### config.mk
export PLATFORM = sky130hd
export DESIGN_NAME = oc_monitor
export DESIGN_NICKNAME = d
export VERILOG_FILES = /design/src/rtl/oc_pkg.sv /design/src/rtl/oc_channel.sv /design/src/rtl/oc_monitor.sv
export SDC_FILE = /design/constraint.sdc
export NUM_CORES = 1
export LEC_CHECK = 0
export ABC_AREA = 1
export BUFFER_PORTS_ARGS = -buffer_cell sky130_fd_sc_hd__buf_2
export CORE_ASPECT_RATIO = 1.5
export CORE_MARGIN = 2
export CORE_UTILIZATION = 55
export CTS_BUF_LIST = sky130_fd_sc_hd__clkbuf_16
export DETAILED_ROUTE_END_ITERATION = 10
export HOLD_SLACK_MARGIN = 0.12
export PLACE_DENSITY = 0.76
export SLEW_MARGIN = 30
export SYNTH_ARGS = -nofsm -noshare
export SYNTH_HDL_FRONTEND = slang
export SYNTH_SLANG_ARGS = --single-unit
### constraint.sdc
create_clock -name clk -period 4.1 [get_ports clk]
set_input_delay 0 -clock clk [delete_from_list [all_inputs] [get_ports clk]]
set_output_delay 0 -clock clk [all_outputs]
set_load 0.1 [all_outputs]
### src/rtl/oc_pkg.sv
// Shared types and widths for the dual-channel H-bridge overcurrent monitor.
package oc_pkg;

    typedef enum logic [1:0] {
        ST_RUN  = 2'd0,
        ST_COOL = 2'd1,
        ST_LOCK = 2'd2
    } oc_state_e;

    localparam int RETRY_W    = 4;
    localparam int TRIP_CNT_W = 8;

endpackage

### src/rtl/oc_channel.sv
// One motor channel: overcurrent debounce, RUN/COOL/LOCK state machine,
// retry bookkeeping and the shared cooldown / healthy-run timer.
module oc_channel
    import oc_pkg::*;
#(
    parameter int DEBOUNCE_CYC = 1000,
    parameter int COOLDOWN_CYC = 5_000_000,
    parameter int MAX_RETRY    = 3
) (
    input  logic clk,
    input  logic rst_n,
    input  logic oc_s,
    input  logic clear_evt,
    input  logic en_req,
    output logic en_out,
    output logic fault,
    output logic lockout,
    output logic trip
);

    localparam int DEB_W = $clog2(DEBOUNCE_CYC + 1);
    localparam int TMR_W = $clog2(COOLDOWN_CYC + 1);
    localparam logic [DEB_W-1:0]   DEB_MAX   = DEB_W'(DEBOUNCE_CYC);
    localparam logic [DEB_W-1:0]   DEB_LAST  = DEB_W'(DEBOUNCE_CYC - 1);
    localparam logic [TMR_W-1:0]   TMR_LAST  = TMR_W'(COOLDOWN_CYC - 1);
    localparam logic [RETRY_W-1:0] RETRY_MAX = RETRY_W'(MAX_RETRY);

    oc_state_e          state_q, state_d;
    logic [DEB_W-1:0]   deb_q, deb_d;
    logic [TMR_W-1:0]   tmr_q, tmr_d;
    logic [RETRY_W-1:0] retry_q, retry_d;

    // A trip fires once per continuous overcurrent episode, on its Nth cycle.
    assign trip    = oc_s && (deb_q == DEB_LAST);
    assign en_out  = en_req && (state_q == ST_RUN);
    assign fault   = (state_q != ST_RUN);
    assign lockout = (state_q == ST_LOCK);

    always_comb begin
        state_d = state_q;
        retry_d = retry_q;
        tmr_d   = tmr_q;
        deb_d   = deb_q;

        if (!oc_s) begin
            deb_d = '0;
        end else if (deb_q != DEB_MAX) begin
            deb_d = deb_q + 1'b1;
        end

        case (state_q)
            ST_RUN: begin
                if (trip) begin
                    if (retry_q >= RETRY_MAX) begin
                        state_d = ST_LOCK;
                    end else begin
                        state_d = ST_COOL;
                        retry_d = retry_q + 1'b1;
                        tmr_d   = TMR_LAST;
                    end
                end else begin
                    // In RUN the timer counts healthy cycles up toward the window.
                    if (clear_evt) begin
                        retry_d = '0;
                    end
                    if (tmr_q >= TMR_LAST) begin
                        retry_d = '0;
                    end else begin
                        tmr_d = tmr_q + 1'b1;
                    end
                end
            end
            ST_COOL: begin
                if (tmr_q == '0) begin
                    if (oc_s) begin
                        tmr_d = TMR_LAST;
                    end else begin
                        state_d = ST_RUN;
                        tmr_d   = '0;
                    end
                end else begin
                    tmr_d = tmr_q - 1'b1;
                end
            end
            ST_LOCK: begin
                if (clear_evt && !oc_s) begin
                    state_d = ST_RUN;
                    retry_d = '0;
                    deb_d   = '0;
                    tmr_d   = '0;
                end
            end
            default: begin
                state_d = ST_RUN;
            end
        endcase
    end

    always_ff @(posedge clk or negedge rst_n) begin
        if (!rst_n) begin
            state_q <= ST_RUN;
            retry_q <= '0;
            tmr_q   <= '0;
            deb_q   <= '0;
        end else begin
            state_q <= state_d;
            retry_q <= retry_d;
            tmr_q   <= tmr_d;
            deb_q   <= deb_d;
        end
    end

endmodule

### src/rtl/oc_monitor.sv
// Dual-channel overcurrent monitor: input synchronizers, operator clear edge
// detection, total trip counter, and two per-channel protection engines.
module oc_monitor
    import oc_pkg::*;
#(
    parameter int DEBOUNCE_CYC = 1000,
    parameter int COOLDOWN_CYC = 5_000_000,
    parameter int MAX_RETRY    = 3
) (
    input  logic                  clk,
    input  logic                  rst_n,
    input  logic [1:0]            oc,
    input  logic                  clear,
    input  logic [1:0]            en_req,
    output logic [1:0]            en_out,
    output logic [1:0]            fault,
    output logic [1:0]            lockout,
    output logic [TRIP_CNT_W-1:0] trip_count
);

    logic [1:0]            oc_meta_q, oc_meta_d;
    logic [1:0]            oc_sync_q, oc_sync_d;
    logic                  clear_meta_q, clear_meta_d;
    logic                  clear_sync_q, clear_sync_d;
    logic                  clear_prev_q, clear_prev_d;
    logic [TRIP_CNT_W-1:0] trip_count_q, trip_count_d;

    logic [1:0]            trip;
    logic                  clear_evt;
    logic [TRIP_CNT_W:0]   trip_sum;

    assign clear_evt  = clear_sync_q && !clear_prev_q;
    assign trip_count = trip_count_q;

    always_comb begin
        oc_meta_d    = oc;
        oc_sync_d    = oc_meta_q;
        clear_meta_d = clear;
        clear_sync_d = clear_meta_q;
        clear_prev_d = clear_sync_q;

        // Both channels may trip together, so the increment is 0, 1 or 2.
        trip_sum = {1'b0, trip_count_q}
                 + (TRIP_CNT_W + 1)'(trip[0])
                 + (TRIP_CNT_W + 1)'(trip[1]);
        if (trip_sum[TRIP_CNT_W]) begin
            trip_count_d = '1;
        end else begin
            trip_count_d = trip_sum[TRIP_CNT_W-1:0];
        end
    end

    always_ff @(posedge clk or negedge rst_n) begin
        if (!rst_n) begin
            oc_meta_q    <= '0;
            oc_sync_q    <= '0;
            clear_meta_q <= 1'b0;
            clear_sync_q <= 1'b0;
            clear_prev_q <= 1'b0;
            trip_count_q <= '0;
        end else begin
            oc_meta_q    <= oc_meta_d;
            oc_sync_q    <= oc_sync_d;
            clear_meta_q <= clear_meta_d;
            clear_sync_q <= clear_sync_d;
            clear_prev_q <= clear_prev_d;
            trip_count_q <= trip_count_d;
        end
    end

    genvar gi;
    generate
        for (gi = 0; gi < 2; gi++) begin : g_chan
            oc_channel #(
                .DEBOUNCE_CYC (DEBOUNCE_CYC),
                .COOLDOWN_CYC (COOLDOWN_CYC),
                .MAX_RETRY    (MAX_RETRY)
            ) u_chan (
                .clk       (clk),
                .rst_n     (rst_n),
                .oc_s      (oc_sync_q[gi]),
                .clear_evt (clear_evt),
                .en_req    (en_req[gi]),
                .en_out    (en_out[gi]),
                .fault     (fault[gi]),
                .lockout   (lockout[gi]),
                .trip      (trip[gi])
            );
        end
    endgenerate

endmodule
* Yosys cells after proc, flatten, opt, wreduce, memory -nomap -nowiden
Cells that the tools add are included.
Cells by class: muxes and demuxes 46, order comparisons 4, reductions and logical operators 26, equal/unequal tests 22, $add $sub $neg 10
Operators by type and width (number):
- $mux W23 | 12
- $pmux W23 S3 | 2
- $mux W10 | 8
- $add A23 B1 Y23 const B | 2
- $ge A23 B23 Y1 const B | 2
- $logic_not A23 Y1 | 2
- $sub A23 B1 Y23 const B | 2
- $mux W4 | 9
- $reduce_and A4 Y1 | 6
- $add A10 B1 Y10 const B | 2
- $eq A10 B10 Y1 const B | 2
- $mux W2 | 10
- $ne A10 B10 Y1 const B | 2
- $pmux W4 S2 | 2
- $pmux W2 S3 | 2
- $add A8 B1 Y9 | 1
- $add A9 B1 Y9 | 1
- $add A4 B1 Y4 const B | 2
- $ge A4 B2 Y1 const B | 2
- $mux W8 | 1
- $ne A2 B1 Y1 const B | 4
- $ne A2 B2 Y1 const B | 4
- $reduce_bool A2 Y1 | 4
- $logic_and A1 B1 Y1 | 7
- other kinds (9) | 17
Storage, ports and cells: bits of input ports 7, flip-flop bits (word level) 93, logic and storage cells 122

* Depth between registers and ports, before layout
depth after elaboration 6, mapped depth 13, gate-level depth less buffers 13

* Cells and area by module
Synthesis repeated with hierarchy kept, for this count alone.
Unflattened totals: cells, all modules 1274, area, all modules 7925.1 um^2
By module, submodules not included:
- oc_channel at g_chan[0].u_chan | cells each 605, sequential area each 975.9 um^2, times used 1, area an instance 3699.8 um^2
- oc_channel at g_chan[1].u_chan | cells each 607, sequential area each 975.9 um^2, times used 1, area an instance 3623.5 um^2
- oc_monitor | cells each 62, sequential area each 375.4 um^2, times used 1, area an instance 601.8 um^2

* Least setup slack after synthesis
No wires, ideal clock.
path type flip-flop to flip-flop, from register trip_count_q[0], in the netlist trip_count[0], to register trip_count_q[6], in the netlist trip_count[6], arrival time 2.258 ns, data required time 3.967 ns, setup slack 1.709 ns, stages on the path, launching flop included 9, buffers on the path 0, cells stage by stage dfrtp_1 > inv_1 > fa_1 > nor2_1 > nand2_1 > nor2_1 > nand3_1 > inv_1 > o21ai_0
Between the ends: word-level cells in the longest chain between the ends 3
Ends and longest elaborated chain:
- start: declaration | RTL line oc_monitor.sv:26 | logic [TRIP_CNT_W-1:0] trip_count_q, trip_count_d;
- start signal: assignment | RTL line oc_monitor.sv:67 | trip_count_q <= trip_count_d;
- $add A8 B1 Y9 | RTL line oc_monitor.sv:44 | + (TRIP_CNT_W + 1)'(trip[0])
- $add A9 B1 Y9 | RTL line oc_monitor.sv:45 | + (TRIP_CNT_W + 1)'(trip[1]);
- $mux W8 | RTL line oc_monitor.sv:46 | if (trip_sum[TRIP_CNT_W]) begin
- net trip_count_d[6] | RTL line oc_monitor.sv:26
The timed path passes the listed nets, and every way through them passes these cells. A chain may end at the register's enable or synchronous reset.

* Worst setup path in the final report
from register g_chan[0].u_chan.deb_q[0], to register trip_count_q[6], in the netlist trip_count[6]
Between the ends: word-level cells in the longest chain between the ends 5
Ends and longest elaborated chain:
- start: declaration | RTL line oc_channel.sv:29 | logic [DEB_W-1:0] deb_q, deb_d;
- start signal: assignment | RTL line oc_channel.sv:104 | deb_q <= '0;
- start signal: assignment | RTL line oc_channel.sv:109 | deb_q <= deb_d;
- $eq A10 B10 Y1 | RTL line oc_channel.sv:34 | assign trip = oc_s && (deb_q == DEB_LAST);
- $logic_and A1 B1 Y1 | RTL line oc_channel.sv:34
- $add A8 B1 Y9 | RTL line oc_monitor.sv:44
- $add A9 B1 Y9 | RTL line oc_monitor.sv:45
- $mux W8 | RTL line oc_monitor.sv:46
- net trip_count_d[6] | RTL line oc_monitor.sv:26
The timed path passes the listed nets, and every way through them passes these cells.

==> key figures <==
Status
  • Outcome: finished, final reports clean

Finish
  • Multi-input combinational cell area: 4890 um^2
  • Nets@finish: 1,328
  • Storage cell area: 2330 um^2
  • Fraction of layout cells with a size suffix above 1: 6.97%
  • Fill count: 1,506
  • Util after Layout: 58.4%
  • Layout area overhead: 4.61%
  • Final Non-Filler Cells: 1,501
  • Number of diodes: 0
  • Fin area: 8410 um^2

Clock network
  • CTS clk-pin slew, worst paths: 0.07 ns
  • Clock latency on the worst-skew pair: 0.35 ns
  • Root Driver: clkbuf_16
  • CTS tree: yes
  • Clk buf depth: 2
  • Clock buffer count from CTS: 9
  • CTS Sinks: 93
  • H-tree levels: 3
  • Post-CTS Resized: 0

Floorplanning
  • Die area: 15,600 um^2
  • Die Y: 152 um
  • Core ar.: 14,400 um^2
  • Initial core utilization: 55.8%
  • Row count: 54
  • I/O pin count: 21
  • Die width: 103 um

Power
  • Clk pwr share: 45.4%
  • Peak supply drop: 0.178 mV
  • Sw frac: 25.3%
  • Power Total: 1.81 mW
  • Pwr Density: 216 nW/um^2
  • Cell Int Power: 1.35 mW
  • Leakage: 4.46 nW
  • Comb power frac: 3.1%
  • Sequential share of power: 51.5%
  • Net load switching power: 458 uW

Synthesis
  • Syn Inst Count: 1,312
  • Dominant cells by area after synthesis: dfrtp_1, nand2_1, nand3_1
  • Post-synth cell types: 40
  • Post-Syn Nets: 1,340
  • Yosys top cell area share: 29.0%
  • Synth Register Bits: 93
  • Syn_area_per_cell: 6.12 um^2
  • YS warnings: 0
  • Largest area contributor in the netlist: dfrtp_1
  • Sequential element share of the synthesized area: 29.0%
  • Cell area after synthesis: 8040 um^2

Placed design
  • Placed cells: 1,481
  • Post-DP HPWL: 18.4 mm
  • Pre-CTS WS: 1.57 ns
  • Post-DP Area: 8090 um^2
  • I/O Buffers: 20
  • GPL Wtd Cong: 1.00

Timing
  • Final hold violations: 0
  • Post-Route Setup TNS: 0 ns
  • Slew Viols, Final: 0
  • Clk_skew: 0.00837 ns
  • Hold_ws: 0.225 ns
  • Maximum clock rate: 0.391 GHz
  • RSZ-0062 raised after global routing: false
  • Final WS setup: 1.54 ns
  • Relative slew slack: 40.1%
  • Period utilisation layout: 62.3%
  • Worst slew pin tran: 0.895 ns
  • Final count of negative-setup-slack endpoints: 0
  • Tmin final: 2.56 ns

GRT
  • Initial antenna violation count: 0
  • Grt ovf: 0
  • Largest net degree at the start of global routing: 68
  • Vias in the first global route: 8,073
  • First-pass GRT wire length: 39.1 mm
  • GRT Total Usage: 32.5%

Routing
  • Routed WL: 24.2 mm
  • Via density: 5.45
  • DRC: 0
  • Detail Route Antenna Nets: 0
  • Post-DR wirelength/cell: 16.1 um
  • Drt pass-1 iters: 5
  • Via count: 8,181
  • 1st-iter DRT viols: 400

Setup path
  • R2R Setup Slk: 1.54 ns
  • CP Launch Type: flip-flop
  • Crit Path Category: reg -> reg
  • Critical Path RT: 4.34 ns
  • CP Max Fanout: 10
  • Worst EP arrival: 2.79 ns
  • Worst Setup End Kind: flip-flop

Job
  • Total of max-cap violations: 0

Worst hold path
  • Hold WC Path Type: in -> async
==> worst max-delay path, cell delays in order, from the launching register on <==
cell     delay, ns
dfrtp_1       0.37
ha_1          0.19
nand2_1       0.08
inv_1         0.09
nand3_2       0.13
nor2_8        0.18
inv_1         0.18
fa_1          0.44
nor2_1        0.20
nand2_1       0.10
nor2_1        0.22
nand3_1       0.10
inv_1         0.08
o21ai_0       0.08
==> Yosys cell counts (all sizes together) <==
master,count
nand2,492
nor2,188
nand3,173
inv,136
dfrtp,93
o21ai,57
buf,41
xor2,27
nand4,22
ha,20
a21oi,18
nor3,14
clkbuf,7
or2,6
xnor2,6
nand3b,4
nor3b,3
and2,1
fa,1
nor4,1
o211a,1
o22ai,1
==> registers in the layout (all words and copies together) (netlist names) <==
name and count:
g_chan.u_chan.tmr_q 46, g_chan.u_chan.deb_q 20, g_chan.u_chan.retry_q 8, trip_count 8, g_chan.u_chan.state_q 4, oc_meta_q 2, oc_sync_q 2, clear_meta_q 1
clear_prev_d 1, clear_prev_q 1
==> final cells by class <==
type                            count  area share (%)
Clock buffer                        9            2.68
Clock inverter                      7           0.595
Inverter                          136            6.10
Multi-Input combinational cell   1035            58.2
Sequential cell                    93            27.7
Tap cell                          196            2.92
Timing Repair Buffer               25            1.83
==> worst paths after layout <==
kind                                           start                         end  cells after the start
max                        g_chan[0].u_chan.deb_q[0]               trip_count[6]                     13
min                                            rst_n  g_chan[0].u_chan.tmr_q[21]                      2
max reg2reg                g_chan[0].u_chan.deb_q[0]               trip_count[6]                     13
min reg2reg                             oc_meta_q[0]                oc_sync_q[0]                      0
max in group asynchronous                      rst_n   g_chan[0].u_chan.tmr_q[9]                      3
min in group clk                               oc[1]                oc_meta_q[1]                      2
==> power groups by stage <==
stage	registers, mW	clock network [mW]	logic [mW]
after CTS	0.933	0.836	0.0585
after floorplan	0.948	0	0.0297
final	0.933	0.823	0.0567
after global routing	0.934	0.877	0.0659
after detailed placement	0.951	0	0.0554
after global placement	0.950	0	0.0542
==> metal layers <==
| layer | vias up | routed length, um | GRT usage, % |
|---|---|---|---|
| met5 | - | 0 | 0 |
| met4 | 0 | 1840 | 23.9 |
| met3 | 118 | 1120 | 5.06 |
| met2 | 270 | 12600 | 57.3 |
| met1 | 3691 | 8620 | 33.5 |
| li1 | 4102 | - | - |
==> layout by cell type (no fill, tap or decap), types with 2 or more instances in the layout <==
cell	count
xnor2_1	6
inv_1	130
clkinv_4	2
nor3_1	13
nand4_1	20
nand4_2	2
nor2_2	14
a21oi_1	16
nand2_1	481
dlygate4sd3_1	4
buf_2	19
nor2_4	5
nor3b_1	3
inv_6	2
dfrtp_1	93
nand2_2	8
ha_1	20
nand2_4	3
nand3_1	168
or2_2	6
nand3b_1	2
inv_2	6
nand3_2	5
clkbuf_16	9
o21ai_0	56
xor2_1	27
nor2_1	168
==> cells by family (layout without fill, tap and decap cells) <==
family / count (synthesis) / in the layout / synth area share (%)
DFF: 93 / 93 / 29.0
and+or+nand+nor: 904 / 904 / 48.8
xor gates and xnor gates: 33 / 33 / 3.60
buffers and inverters: 184 / 177 / 10.2
adders and majority gates: 21 / 21 / 3.36
AOI/OAI and AO/OA: 77 / 77 / 5.06
==> timing repair <==
item / in CTS / in global routing
hold buffers: 4 / 0
hold endpoints to repair: 69 / 0
setup buffers: 0 / 0
Note: power is estimated with default switching activity, not from simulation.
